## config.mk

```make
export PLATFORM = sky130hd
export DESIGN_NAME = param_data_stack_flat
export DESIGN_NICKNAME = d
export VERILOG_FILES = /design/src/rtl/param_data_stack_if.sv /design/src/rtl/param_data_stack.sv /design/src/flat_wrapper.sv
export SDC_FILE = /design/constraint.sdc
export NUM_CORES = 1
export LEC_CHECK = 0
export BUFFER_PORTS_ARGS = -buffer_cell sky130_fd_sc_hd__buf_4
export CAP_MARGIN = 20
export CORE_ASPECT_RATIO = 0.9
export CORE_UTILIZATION = 55
export DETAILED_ROUTE_END_ITERATION = 6
export GPL_ROUTABILITY_DRIVEN = 0
export PLACE_DENSITY = 0.72
export SYNTH_ARGS = -nofsm -noshare
export SYNTH_HDL_FRONTEND = slang
export SYNTH_SLANG_ARGS = --single-unit
```

## constraint.sdc

```tcl
create_clock -name CLK -period 4.95 [get_ports CLK]
set_input_delay 0.99 -clock CLK [delete_from_list [all_inputs] [get_ports CLK]]
set_output_delay 0.99 -clock CLK [all_outputs]
set_load 0.005 [all_outputs]
```

## src/rtl/param_data_stack_if.sv

```systemverilog
// param_data_stack_if: operation request and stack status bundle for param_data_stack
interface param_data_stack_if #(
    parameter int WIDTH = 16,
    parameter int DEPTH = 16
);
    localparam int DW = $clog2(DEPTH + 1);
    logic [2:0]       stackOP;
    logic [WIDTH-1:0] w;
    logic             clear_err;
    logic [WIDTH-1:0] a;
    logic [WIDTH-1:0] b;
    logic [DW-1:0]    depth;
    logic             empty;
    logic             full;
    logic             overflow;
    logic             underflow;
    modport master (
        output stackOP, w, clear_err,
        input  a, b, depth, empty, full, overflow, underflow
    );
    modport slave (
        input  stackOP, w, clear_err,
        output a, b, depth, empty, full, overflow, underflow
    );
endinterface

```

## src/rtl/param_data_stack.sv

```systemverilog
// param_data_stack: single-cycle LIFO with stack-machine ops and sticky error flags
module param_data_stack #(
    parameter int WIDTH = 16,
    parameter int DEPTH = 16
) (
    input logic CLK,
    input logic reset,
    param_data_stack_if.slave bus
);
    localparam int DW = $clog2(DEPTH + 1);
    localparam int AW = $clog2(DEPTH);
    localparam logic [2:0] NOP = 3'd0, PUSH = 3'd1, POP = 3'd2, REPLACE = 3'd3;
    localparam logic [2:0] POP2 = 3'd4, SWAP = 3'd5, DUP = 3'd6, OVER = 3'd7;

    logic [WIDTH-1:0] mem_q [DEPTH];
    logic [DW-1:0]    depth_q, depth_d, need;
    logic             ovf_q, ovf_d, unf_q, unf_d;
    logic [AW-1:0]    t_idx, s_idx, n_idx, idx0;
    logic [WIDTH-1:0] top, sec, dat0;
    logic             full, grow, uf, of, ok, we0, we1;

    // Entry i lives at mem_q[i]; the top is at depth-1, so unaffected entries never move
    assign t_idx = AW'(depth_q - DW'(1));
    assign s_idx = AW'(depth_q - DW'(2));
    assign n_idx = AW'(depth_q);
    assign full  = depth_q == DW'(DEPTH);

    always_comb begin
        top     = depth_q >= DW'(1) ? mem_q[t_idx] : '0;
        sec     = depth_q >= DW'(2) ? mem_q[s_idx] : '0;
        need    = (bus.stackOP == POP || bus.stackOP == REPLACE || bus.stackOP == DUP) ? DW'(1) :
                  (bus.stackOP == POP2 || bus.stackOP == SWAP || bus.stackOP == OVER) ? DW'(2) : '0;
        grow    = bus.stackOP == PUSH || bus.stackOP == DUP || bus.stackOP == OVER;
        uf      = depth_q < need;
        of      = !uf && grow && full;
        ok      = !uf && !of;
        depth_d = !ok ? depth_q :
                  grow ? depth_q + DW'(1) :
                  (bus.stackOP == POP || bus.stackOP == POP2) ? depth_q - DW'(1) : depth_q;
        we0     = ok && bus.stackOP != NOP && bus.stackOP != POP;
        idx0    = grow ? n_idx : bus.stackOP == POP2 ? s_idx : t_idx;
        dat0    = bus.stackOP == DUP ? top :
                  (bus.stackOP == OVER || bus.stackOP == SWAP) ? sec : bus.w;
        we1     = ok && bus.stackOP == SWAP;
        ovf_d   = (ovf_q && !bus.clear_err) || of;
        unf_d   = (unf_q && !bus.clear_err) || uf;
    end

    always_ff @(posedge CLK) begin
        if (reset) begin
            depth_q <= '0;
            ovf_q   <= 1'b0;
            unf_q   <= 1'b0;
        end else begin
            depth_q <= depth_d;
            ovf_q   <= ovf_d;
            unf_q   <= unf_d;
        end
    end

    always_ff @(posedge CLK) begin
        if (!reset && we0) mem_q[idx0] <= dat0;
        if (!reset && we1) mem_q[s_idx] <= top;
    end

    assign bus.a         = top;
    assign bus.b         = sec;
    assign bus.depth     = depth_q;
    assign bus.empty     = depth_q == '0;
    assign bus.full      = full;
    assign bus.overflow  = ovf_q;
    assign bus.underflow = unf_q;
endmodule

```

## src/flat_wrapper.sv

```systemverilog
// flat-port wrapper written by rule: the top's interface ports become plain ports
module param_data_stack_flat 
#(
    parameter int WIDTH = 16,
    parameter int DEPTH = 16
)
  (CLK, reset, bus_stackOP, bus_w, bus_clear_err, bus_a, bus_b, bus_depth, bus_empty, bus_full, bus_overflow, bus_underflow);
  param_data_stack_if #(.WIDTH(WIDTH), .DEPTH(DEPTH)) bus_i ();
  input logic CLK;
  input logic reset;
  input wire logic [$bits(bus_i.stackOP)-1:0] bus_stackOP;
  input wire logic [$bits(bus_i.w)-1:0] bus_w;
  input wire logic [$bits(bus_i.clear_err)-1:0] bus_clear_err;
  output wire logic [$bits(bus_i.a)-1:0] bus_a;
  output wire logic [$bits(bus_i.b)-1:0] bus_b;
  output wire logic [$bits(bus_i.depth)-1:0] bus_depth;
  output wire logic [$bits(bus_i.empty)-1:0] bus_empty;
  output wire logic [$bits(bus_i.full)-1:0] bus_full;
  output wire logic [$bits(bus_i.overflow)-1:0] bus_overflow;
  output wire logic [$bits(bus_i.underflow)-1:0] bus_underflow;
  assign bus_i.stackOP = bus_stackOP;
  assign bus_i.w = bus_w;
  assign bus_i.clear_err = bus_clear_err;
  assign bus_a = bus_i.a;
  assign bus_b = bus_i.b;
  assign bus_depth = bus_i.depth;
  assign bus_empty = bus_i.empty;
  assign bus_full = bus_i.full;
  assign bus_overflow = bus_i.overflow;
  assign bus_underflow = bus_i.underflow;
  param_data_stack #(.WIDTH(WIDTH), .DEPTH(DEPTH)) u_core (.CLK(CLK), .reset(reset), .bus(bus_i));
endmodule
```

* Yosys cells after proc, flatten, opt, wreduce, memory -nomap -nowiden
Memories as Yosys holds them, arrays and structs flattened. Index checks and enable logic that the tools add are counted.
Operators by class: $add $sub $neg 3, muxes and demuxes 14, reductions and logical operators 28, order comparisons 3, equal/unequal tests 9
Operators with widths (number):
- two-way mux 16 bit | 4
- two-way mux 5 bit | 3
- equality test 3 bit (second input constant) | 4
- logical AND 1 bit | 10
- logical OR 1 bit | 10
- two-way mux 4 bit | 2
- equality test 3 x 2 -> 1 bit (second input constant) | 2
- adder 5 x 1 -> 5 bit (second input constant) | 1
- equality test 5 bit (second input constant) | 1
- greater-or-equal comparator 5 x 1 -> 1 bit (second input constant) | 1
- greater-or-equal comparator 5 x 2 -> 1 bit (second input constant) | 1
- logical NOT 5 bit | 1
- less-than comparator 5 bit | 1
- subtractor 5 x 1 -> 5 bit (second input constant) | 1
- logical NOT 1 bit | 4
- two-way mux 1 bit | 4
- subtractor 4 x 2 -> 4 bit (second input constant) | 1
- equality test 3 x 1 -> 1 bit (second input constant) | 1
- != test 3 x 2 -> 1 bit (second input constant) | 1
- nonzero test 3 bit | 1
- two-way mux 2 bit | 1
- AND reduction 2 bit | 1
- nonzero test 2 bit | 1
Word-level totals: output and inout port bits 41, input bits 22, logic and storage cells 61, bits in writable memories 256, memories 1, register bits after elaboration 7
Memories:
- u_core.mem_q | words 16, bits a word 16, rd ports 2, clocked after Yosys merged registers in 0, write ports 2, RTL line param_data_stack.sv:15 | logic [WIDTH-1:0] mem_q [DEPTH];

* Logic depth before layout (Yosys ltp)
Gate-level depths: netlist of the first run.
depth after elaboration 16, depth in mapped cells 14, depth with buffers taken out 9

* Worst setup path after synthesis of the first run
OpenSTA, ideal clock, no wires.
path type register to register, from register u_core.depth_q[1] (netlist: u_core.bus.depth[1]), to memory u_core.mem_q[8][0] (enable), setup slack 0.645 ns, required time 4.539 ns, stages on the path, launching flop included 13, buffers on the path 5, clock period less this slack 4.305 ns, setup time 0.411 ns, data arrival time 3.894 ns, cells stage by stage dfxtp_1 -> buf_2 -> buf_1 -> inv_1 -> ha_1 -> buf_2 -> buf_4 -> clkbuf_1 -> a21oi_1 -> o211ai_1 -> o211ai_1 -> nand3b_1 -> o21ai_0
RTL lines:
- start: declaration | RTL line param_data_stack.sv:16 | logic [DW-1:0] depth_q, depth_d, need;
- start signal: assignment | RTL line param_data_stack.sv:55 | depth_q <= depth_d;
- end: declaration | RTL line param_data_stack.sv:15

* Worst setup path after layout of the first run
from register u_core.depth_q[1] (netlist: u_core.bus.depth[1]), to output bus_b[0]
On the way: cells in the longest elaborated chain, start to end 3, elaborated cells on any way between the ends 4, those cells by class add/sub: 1; order compare: 1; mux: 1; memory: 1
Ends and longest elaborated chain:
- subtractor 4 x 2 -> 4 bit | RTL line param_data_stack.sv:24 | assign s_idx = AW'(depth_q - DW'(2));
- memory (16 x 16 bit)
- two-way mux 16 bit (*) | RTL line param_data_stack.sv:30 | sec = depth_q >= DW'(2) ? mem_q[s_idx] : '0;
- end: declaration | RTL line flat_wrapper.sv:15 | output wire logic [$bits(bus_i.b)-1:0] bus_b;
Every way passes the cells marked *; elsewhere a longest branch is shown, timed or not.

==> results of run 1 <==
-- kinds of logic after synthesis --
kind of cell | after synthesis
mux | 129
buf+inv | 161
flops | 263
xor+xnor | 12
fa+ha+maj | 8
compound gates | 350
simple gates | 495
-- layer usage --
layer / track usage (%) / wire length (um)
met5: 0 / 0
met4: 13.0 / 2180
met3: 7.46 / 7380
met2: 51.0 / 23200
met1: 48.6 / 18800
-- through the flow --
stage	utilization (%)	power [mW]	hold slack, ns	setup WS, ns
global route	62.7	13.4	0.533	0.287
CTS	62.6	12.8	0.501	0.399
detailed placement	59.8	10.8	0.491	0.749
floorplan	-	7.95	0.466	0.645
finish	62.7	13.0	0.492	0.358
global placement	59.8	10.7	0.481	0.756
-- synth_stat cells (8+ instances only) --
cell type	count	area share, %
a211oi_4	10	1.2
a21oi_2	50	2.7
buf_4	12	0.55
nor2_1	294	6.7
clkbuf_1	81	1.8
and4_1	16	0.85
buf_2	33	1.0
nand2_1	22	0.50
mux4_2	128	17
ha_1	8	0.61
o21ai_0	22	0.67
edfxtp_1	256	47
a21oi_1	216	6.5
nand3_1	132	4.0
buf_6	18	1.2
a41oi_2	26	2.6
inv_1	9	0.20
-- worst max-delay path: stages, from the launching register on --
cell and delay (ns):
dfxtp_4 0.34, inv_1 0.12, ha_1 0.71, clkinv_1 0.85, buf_4 0.45, nand3_1 0.08
and4_1 0.28, nor2_1 0.07, buf_4 0.15
-- power by group --
part	leakage [nW]	internal (mW)	total, mW	switching (mW)
logic	3.53	2.86	7.92	5.06
clock network	0.408	1.11	1.98	0.872
registers	2.39	2.93	3.07	0.143
total	6.32	6.90	13.0	6.07
-- area by class of cell --
type                            instances  area, sq um  area share [%]
Clock buffer                           35          748            4.08
Clock inverter                         12         77.6           0.423
Inverter                               10         37.5           0.205
Multi-Input combinational cell        994         8010            43.7
Sequential cell                       263         7840            42.7
Tap cell                              396          495            2.70
Timing Repair Buffer                  145         1130            6.18
-- how the worst max path moves through the flow --
stage	start	endpoint	slack, ns
floorplan	u_core.bus.depth[1]$_SDFFE_PP0P_	u_core.mem_q[8][0]$_DFFE_PP_	0.64
global placement	bus_stackOP[1]	u_core.mem_q[12][4]$_DFFE_PP_	0.76
detailed placement	bus_stackOP[1]	u_core.mem_q[12][4]$_DFFE_PP_	0.75
CTS	u_core.bus.depth[1]$_SDFFE_PP0P_	bus_b[10]	0.40
global route	u_core.bus.depth[1]$_SDFFE_PP0P_	bus_b[0]	0.29
finish	u_core.bus.depth[1]$_SDFFE_PP0P_	bus_b[0]	0.36
-- sequential cells by signal, indices dropped and copies added (netlist names) --
signal	cells
u_core.mem_q	256
u_core.bus.depth	5
u_core.bus.overflow	1
u_core.bus.underflow	1
==> qor.txt, run 1 <==
share of cells above drive strength 1 - 30.1%
pwr/cell area - 707 mW/mm^2
Final #Nets - 1472
Critical Path AT - 3.60 ns
Critical R2R Capture - u_core.mem_q[7][8]$_DFFE_PP_
critical path required time - 3.96 ns
number of global-route vias before repair - 12106
ys async rst share - 0%
post-DR wirelength/cell - 27.8 um
row cnt - 59
WS Path Type - reg -> out
Ant. Diodes - 0
Max clock buf depth - 3
Slew HR - 23.0%
vias - 12959
CTS tree - built
worst reg2reg setup slack - 0.90 ns
grt total ovfl - 0
Cells after Synth - 1418
final setup TNS - 0 ns
post-synthesis compound-gate area fraction - 15.3%
Final Cycle Share - 92.8%
CP Capture Type - output port
Chip Height - 166 um
dpl cells - 1807
initial antenna violation count - 0
Iter 0 DRT Violations - 2240
Final Critical Period - 4.59 ns
static leakage - 6.32 nW
Final HPWL DP - 32.6 mm
Startpoint Class - flop
Cell Count, Final, Fillers Out - 1855
Mapped Area - 0.0165 sq mm
fmax - 218 MHz
Seq/Total Area, Yosys - 47.4%
RSZ-0062 raised after global routing - false
Vias/cell - 6.99
Yosys reg bits - 263
outcome - completed
Hold Path End - u_core.bus.overflow$_SDFF_PP0_
mux contribution to synthesized area - 17.5%
Net Count, Synth - 1448
Post-Synth Adder-Cell Area - 0.606%
Placed Area - 0.0175 sq mm
ys flop type - edfxtp_1
MaxCap Viol Count - 0
Setup Fix Bufs, Post-CTS - 0
Detail Route Antenna Nets - 0
Yosys warning total - 0
# DRC - 0
cts hold-fix bufs - 0
CTS Buf Count - 28
clk_lat worst skew - 0.56 ns
HP Class - reg -> reg
worst hold start - u_core.bus.overflow$_SDFF_PP0_
largest net degree at the start of global routing - 83
CP max FO - 20
die area - 0.0307 sq mm
Clock Tree Root - clkbuf_16
Resize count post-CTS - 0
Layout fillers - 2291
Initial Util - 56.5%
synthesis-to-finish area growth - 11.1%
hold depth - 2
Die X - 185 um
Port Buffers - 62
VDD IR max - 744 uV
Clk pin slew, worst setup/hold paths - 0.06 ns
most frequent cells in the layout - nor2_1, edfxtp_1, a21oi_1
Final Instance Area - 0.0183 sq mm
Core ar. - 0.0292 sq mm
Worst-Margin Slew - 1.15 ns
Yosys cell types - 51
Post-Route WL - 51.6 mm
Final Hold Viols - 0
largest family of logic cells by synthesized area - multiplexers
DRT Pass-1 Iters - 6
Post-synth EDFFs - 256
max-slew violation count - 0
R2R cell count - 9
Synth Area per Inst - 11.6 sq um
R2R Path Start - u_core.bus.depth[1]$_SDFFE_PP0P_
# setup viols final - 0
boundary pin count - 63
htree depth - 1
first-pass GRT wire length - 76.3 mm
Clock Skew - 0.00864 ns
GRT Util Overall - 34.0%
XOR/XNOR share of the synthesized area - 0.682%
Sink Count - 263
commonest non-fill, non-tap cell in the layout - nor2_1
Simple-Gate Fraction of Synth Area - 13.5%
Power figures use the tool's default switching activity.
==> run 2: changes to the inputs <==
PLACE_DENSITY = 0.75   (was 0.72)
RECOVER_POWER = 50   (was default)
clock period = 4.2 ns   (was 4.95 ns; I/O delays follow)
==> qor.txt, run 2 (same netlist as run 1, synthesis figures left out) <==
Final Cycle Share - 98.3%
max-slew violation count - 0 (unchanged)
combinational share of power - 60.0% (-1.0 points)
crit-path max cell delay - 0.75 ns (-0.10 ns)
worst reg2reg setup slack - 0.19 ns (-0.71 ns)
number of global-route vias before repair - 12459 (+2.9%)
Final Hold Viols - 0 (unchanged)
Worst-Margin Slew - 1.39 ns (+0.232 ns)
grt total ovfl - 0 (unchanged)
Setup Fix Bufs, Post-CTS - 0 (unchanged)
clock network fraction of total power - 16.8% (+1.5 points)
Crit. path cell count - 8 (unchanged)
pwr/cell area - 856 mW/mm^2 (+21%)
Die X - 185 um (unchanged)
clk_lat worst skew - 0.56 ns (about the same)
most frequent cells in the layout - nor2_1, edfxtp_1, a21oi_1
htree depth - 1 (unchanged)
fmax - 242 MHz
Tot Pwr - 15.7 mW (+21%)
CP Capture Type - output port
crit path from - u_core.bus.depth[1]$_SDFFE_PP0P_
Worst path top cell family by delay - XOR/XNOR gates
crit path to - bus_b[13]
Startpoint Class - flop
initial antenna violation count - 0 (unchanged)
CP max FO - 22 (+10%)
DRT Pass-1 Iters - 6 (unchanged)
vias - 13128 (+1.3%)
# DRC - 0 (unchanged)
largest net degree at the start of global routing - 76 (-8.4%)
commonest non-fill, non-tap cell in the layout - nor2_1
HP Class - reg -> reg
Critical R2R Capture - u_core.mem_q[2][6]$_DFFE_PP_
Int Pwr - 8.36 mW (+21%)
Sink Count - 263 (unchanged)
static leakage - 6.30 nW (-0.34%)
Clk pin slew, worst setup/hold paths - 0.07 ns (about the same)
cts hold-fix bufs - 0 (unchanged)
slowest CP cell - xor2_4
first-pass GRT wire length - 76.9 mm (+0.84%)
Final Critical Period - 4.13 ns
# setup viols final - 0 (unchanged)
CTS tree - built
Cell Count, Final, Fillers Out - 1862 (+0.38%)
Ant. Diodes - 0 (unchanged)
Final HPWL DP - 32.9 mm (+0.98%)
share of cells above drive strength 1 - 27.8% (-2.3 points)
post-DR wirelength/cell - 27.5 um (-1.1%)
Clock Tree Root - clkbuf_16
RSZ-0062 raised after global routing - false
Chip Height - 166 um (unchanged)
Max clock buf depth - 3 (unchanged)
Final Core Density - 62.7% (-0.090 points)
Iter 0 DRT Violations - 1989 (-11%)
Port Buffers - 62 (unchanged)
die area - 0.0307 sq mm (unchanged)
row cnt - 59 (unchanged)
Detail Route Antenna Nets - 0 (unchanged)
R2R Path Start - u_core.bus.depth[1]$_SDFFE_PP0P_
boundary pin count - 63 (unchanged)
max reg flops - 256 (unchanged)
Initial Util - 56.5% (unchanged)
Buf/Inv on CP - 3 (-1)
Crit path top cell by count - buf_4
Clock Skew - 0.0154 ns (+0.00676 ns)
sequential power share - 23.2% (-0.5 points)
Sw Share - 46.7% (-0.12 points)
WS Path Type - reg -> out
MaxCap Viol Count - 0 (unchanged)
Post-Route WL - 51.2 mm (-0.71%)
GRT Util Overall - 33.8% (-0.23 points)
VDD IR max - 1160 uV (+56%)
CTS Buf Count - 28 (unchanged)
Hold Slack - 0.480 ns (-0.0118 ns)
worst path cell trace - inv_1 -> ha_2 -> xor2_4 -> buf_4 -> nand3_1 -> and4_1 -> nor2_1 -> buf_4
outcome - completed
Core ar. - 0.0292 sq mm (unchanged)
Psw - 7.32 mW (+21%)
critical path required time - 3.36 ns (-0.60 ns)
Critical Path AT - 3.29 ns (-0.31 ns)
Slew HR - 7.42% (-16 points)
Vias/cell - 7.05 (+0.92%)
R2R cell count - 9 (unchanged)
Top reg by flops - u_core.mem_q
dpl cells - 1811 (+0.22%)
Final #Nets - 1475 (+0.20%)
synthesis-to-finish area growth - 11.0%
[run 2: cell types whose count changed in the layout (fill, tap and decap cells not counted), sizes merged]
cell	before	now
clkinvlp	0	4
bufinv	1	5
buf	145	123
clkinv	12	9
clkbuf	35	59
[run 2: area by class of cell]
type                       count  area, sq um
fill                        2317        10900
tap                          396          495
multi-input combinational    994         7840
sequential                   263         7840
inverter                      10         37.5
clock inverter                17          211
clock buffer                  34          744
timing repair buffer         148         1150
[run 2: routing by layer]
layer / vias up / wire length, um / part of all wire [%] / track usage (%)
met5: - / 0 / 0 / 0
met4: 0 / 2770 / 5.4 / 14.2
met3: 208 / 6440 / 13 / 6.95
met2: 1075 / 23900 / 47 / 53.5
met1: 6356 / 18100 / 35 / 45.5
li1: 5489 / - / - / -
[run 2: through the flow]
stage	area (sq um)	setup slack (ns)	TNS [ns]
2_1_floorplan	16500	-0.105	-12.79
3_5_place_dp	17600	0.553	0
6_report	18300	0.0714	0
3_3_place_gp	17600	0.619	0
5_1_grt	18300	0.0186	0
4_1_cts	18600	0.0112	0
[run 2: worst reg2reg max path: stages, from the launching register on]
cell	delay [ns]
dfxtp_4	0.55
inv_1	0.22
ha_1	0.29
a21boi_4	0.30
nor4b_4	0.28
or4_1	0.19
clkbuf_2	0.37
a41oi_1	0.13
a211oi_2	1.13
a21oi_1	0.22
[run 2: worst min path at each step]
stage / from / to / slack, ns / cells past startpoint
2_1_floorplan: u_core.bus.overflow$_SDFF_PP0_ / u_core.bus.overflow$_SDFF_PP0_ / 0.47 / 2
3_3_place_gp: u_core.bus.overflow$_SDFF_PP0_ / u_core.bus.overflow$_SDFF_PP0_ / 0.47 / 2
3_5_place_dp: u_core.bus.overflow$_SDFF_PP0_ / u_core.bus.overflow$_SDFF_PP0_ / 0.48 / 2
4_1_cts: u_core.bus.overflow$_SDFF_PP0_ / u_core.bus.overflow$_SDFF_PP0_ / 0.49 / 2
5_1_grt: u_core.bus.overflow$_SDFF_PP0_ / u_core.bus.overflow$_SDFF_PP0_ / 0.50 / 2
6_report: u_core.bus.overflow$_SDFF_PP0_ / u_core.bus.overflow$_SDFF_PP0_ / 0.48 / 2
[run 2: what timing repair did]
item | 4_1_cts | 5_1_grt
gates resized for setup | 1 | 3
cloned | 0 | 0
endpoints found under the setup margin | 1 | 23
[run 2: power by group through the flow]
stage	clock network, mW	logic, mW	registers (mW)
after detailed placement	0	9.21	3.67
after global routing	2.74	9.85	3.65
after global placement	0	9.08	3.65
after floorplan	0	5.78	3.60
final	2.63	9.41	3.63
after CTS	2.65	9.28	3.62
==> run 3: changes to the inputs <==
REMOVE_ABC_BUFFERS = 1   (was default)
==> qor.txt, run 3 (same netlist as run 1, synthesis figures left out) <==
DRT Pass-1 Iters - 6 (unchanged)
worst hold start - u_core.bus.overflow$_SDFF_PP0_
slowest CP cell - xnor2_2
Final Core Density - 62.8% (+0.17 points)
Critical R2R Capture - u_core.mem_q[2][14]$_DFFE_PP_
WS Path Type - reg -> out
Clock Tree Root - clkbuf_16
Slew HR - 23.3% (+16 points)
Hold Slack - 0.472 ns (-0.00853 ns)
Final Instance Area - 0.0184 sq mm (+0.27%)
htree depth - 1 (unchanged)
CP max FO - 17 (-23%)
Core ar. - 0.0292 sq mm (unchanged)
static leakage - 6.34 nW (+0.67%)
Post-Route WL - 52.8 mm (+3.2%)
Detail Route Antenna Nets - 0 (unchanged)
# DRC - 0 (unchanged)
worst reg2reg setup slack - 0.11 ns (-0.08 ns)
vias - 13303 (+1.3%)
GRT Util Overall - 34.8% (+1.1 points)
Max clock buf depth - 3 (unchanged)
Port Buffers - 62 (unchanged)
largest net degree at the start of global routing - 107 (+41%)
Final HPWL DP - 34.0 mm (+3.3%)
Critical Path AT - 3.34 ns (+0.05 ns)
Resize count post-CTS - 0 (-1)
R2R cell count - 9 (unchanged)
commonest non-fill, non-tap cell in the layout - nor2_1
cts hold-fix bufs - 0 (unchanged)
CTS tree - built
share of cells above drive strength 1 - 28.9% (+1.1 points)
boundary pin count - 63 (unchanged)
Sink Count - 263 (unchanged)
first-pass GRT wire length - 78.9 mm (+2.6%)
Met2 Routed Length - 25.0 mm (+4.7%)
Final #Nets - 1499 (+1.6%)
MaxCap Viol Count - 0 (unchanged)
Placed Area - 0.0177 sq mm (+0.63%)
most frequent cells in the layout - nor2_1, edfxtp_1, a21oi_1
final setup TNS - 0 ns (unchanged)
RSZ-0062 raised after global routing - false
CP Capture Type - output port
Buf/Inv on CP - 4 (+1)
Final Cycle Share - 99.5% (+1.2 points)
Chip Height - 166 um (unchanged)
crit-path max cell delay - 0.69 ns (-0.06 ns)
outcome - completed
Initial Util - 56.5% (unchanged)
pwr/cell area - 843 mW/mm^2 (-1.5%)
Ant. Diodes - 0 (unchanged)
die area - 0.0307 sq mm (unchanged)
Clk pin slew, worst setup/hold paths - 0.06 ns (about the same)
number of global-route vias before repair - 13211 (+6.0%)
clk_lat worst skew - 0.55 ns (about the same)
critical path required time - 3.36 ns (about the same)
R2R Path Start - u_core.bus.depth[1]$_SDFFE_PP0P_
initial antenna violation count - 0 (unchanged)
post-DR wirelength/cell - 28.0 um (+1.9%)
Final Hold Viols - 0 (unchanged)
Final Critical Period - 4.18 ns (+0.0498 ns)
Tot Pwr - 15.5 mW (-1.2%)
met1 WL - 17.8 mm (-1.6%)
grt total ovfl - 0 (unchanged)
row cnt - 59 (unchanged)
synthesis-to-finish area growth - 11.3%
Iter 0 DRT Violations - 1969 (-1.0%)
Worst path top cell family by delay - buffers and inverters
Hold Path End - u_core.bus.overflow$_SDFF_PP0_
Vias/cell - 7.06 (about the same)
worst path cell trace - inv_1 -> ha_1 -> buf_4 -> a21boi_4 -> xnor2_2 -> nand3_1 -> a41oi_2 -> buf_4 -> buf_4
HP Class - reg -> reg
Worst-Margin Slew - 1.15 ns (-0.236 ns)
VDD IR max - 698 uV (-40%)
# setup viols final - 0 (unchanged)
fmax - 239 MHz (-1.2%)
Setup Fix Bufs, Post-CTS - 0 (unchanged)
hold depth - 2 (unchanged)
max-slew violation count - 0 (unchanged)
Die X - 185 um (unchanged)
max reg flops - 256 (unchanged)
CTS Buf Count - 28 (unchanged)
met3 wire len - 6.54 mm (+1.6%)
Startpoint Class - flop
Top Layer Used - met4
Clock Skew - 0.00968 ns (-0.00571 ns)
Top reg by flops - u_core.mem_q
Crit path top cell by count - buf_4
-- run 3: worst min-delay path, delay by kind of cell, from the launching register on --
kind	cells	cell delay, ns
simple gates	1	0.06
flops	1	0.31
compound gates	1	0.05
-- run 3: layer usage --
layer,vias up,track usage [%]
met3,236,7.63
met4,0,19.9
met2,1092,56.0
met1,6443,43.6
met5,-,0
li1,5532,-
-- run 3: cell type report --
cell class | count | area, sq um
inverter | 10 | 37.5
multi-input combinational | 994 | 7900
timing repair buffer | 172 | 1240
fill | 2332 | 10900
clock inverter | 17 | 119
clock buffer | 33 | 741
sequential | 263 | 7830
tap | 396 | 495
-- run 3: metrics by stage --
step                      cells  setup slack (ns)
after CTS                  1884             0.115
final                      1885            0.0216
after global routing       1885            0.0264
after floorplan            1267             -6.19
after global placement     1834             0.653
after detailed placement   1834             0.603
-- run 3: worst max path at each step --
stage	start	end	cells after the start
final	u_core.bus.depth[1]$_SDFFE_PP0P_	bus_a[3]	9
after CTS	u_core.bus.depth[1]$_SDFFE_PP0P_	bus_a[3]	9
after detailed placement	bus_stackOP[1]	u_core.mem_q[8][4]$_DFFE_PP_	11
after floorplan	u_core.bus.depth[0]$_SDFFE_PP0P_	u_core.mem_q[4][0]$_DFFE_PP_	7
after global routing	u_core.bus.depth[0]$_SDFFE_PP0P_	bus_a[12]	7
after global placement	bus_stackOP[1]	u_core.mem_q[8][15]$_DFFE_PP_	11
-- run 3: power by group --
group | total (mW) | switching, mW | internal, mW
clock network | 2.36 | 1.04 | 1.32
registers | 3.63 | 0.174 | 3.46
logic | 9.50 | 6.11 | 3.39
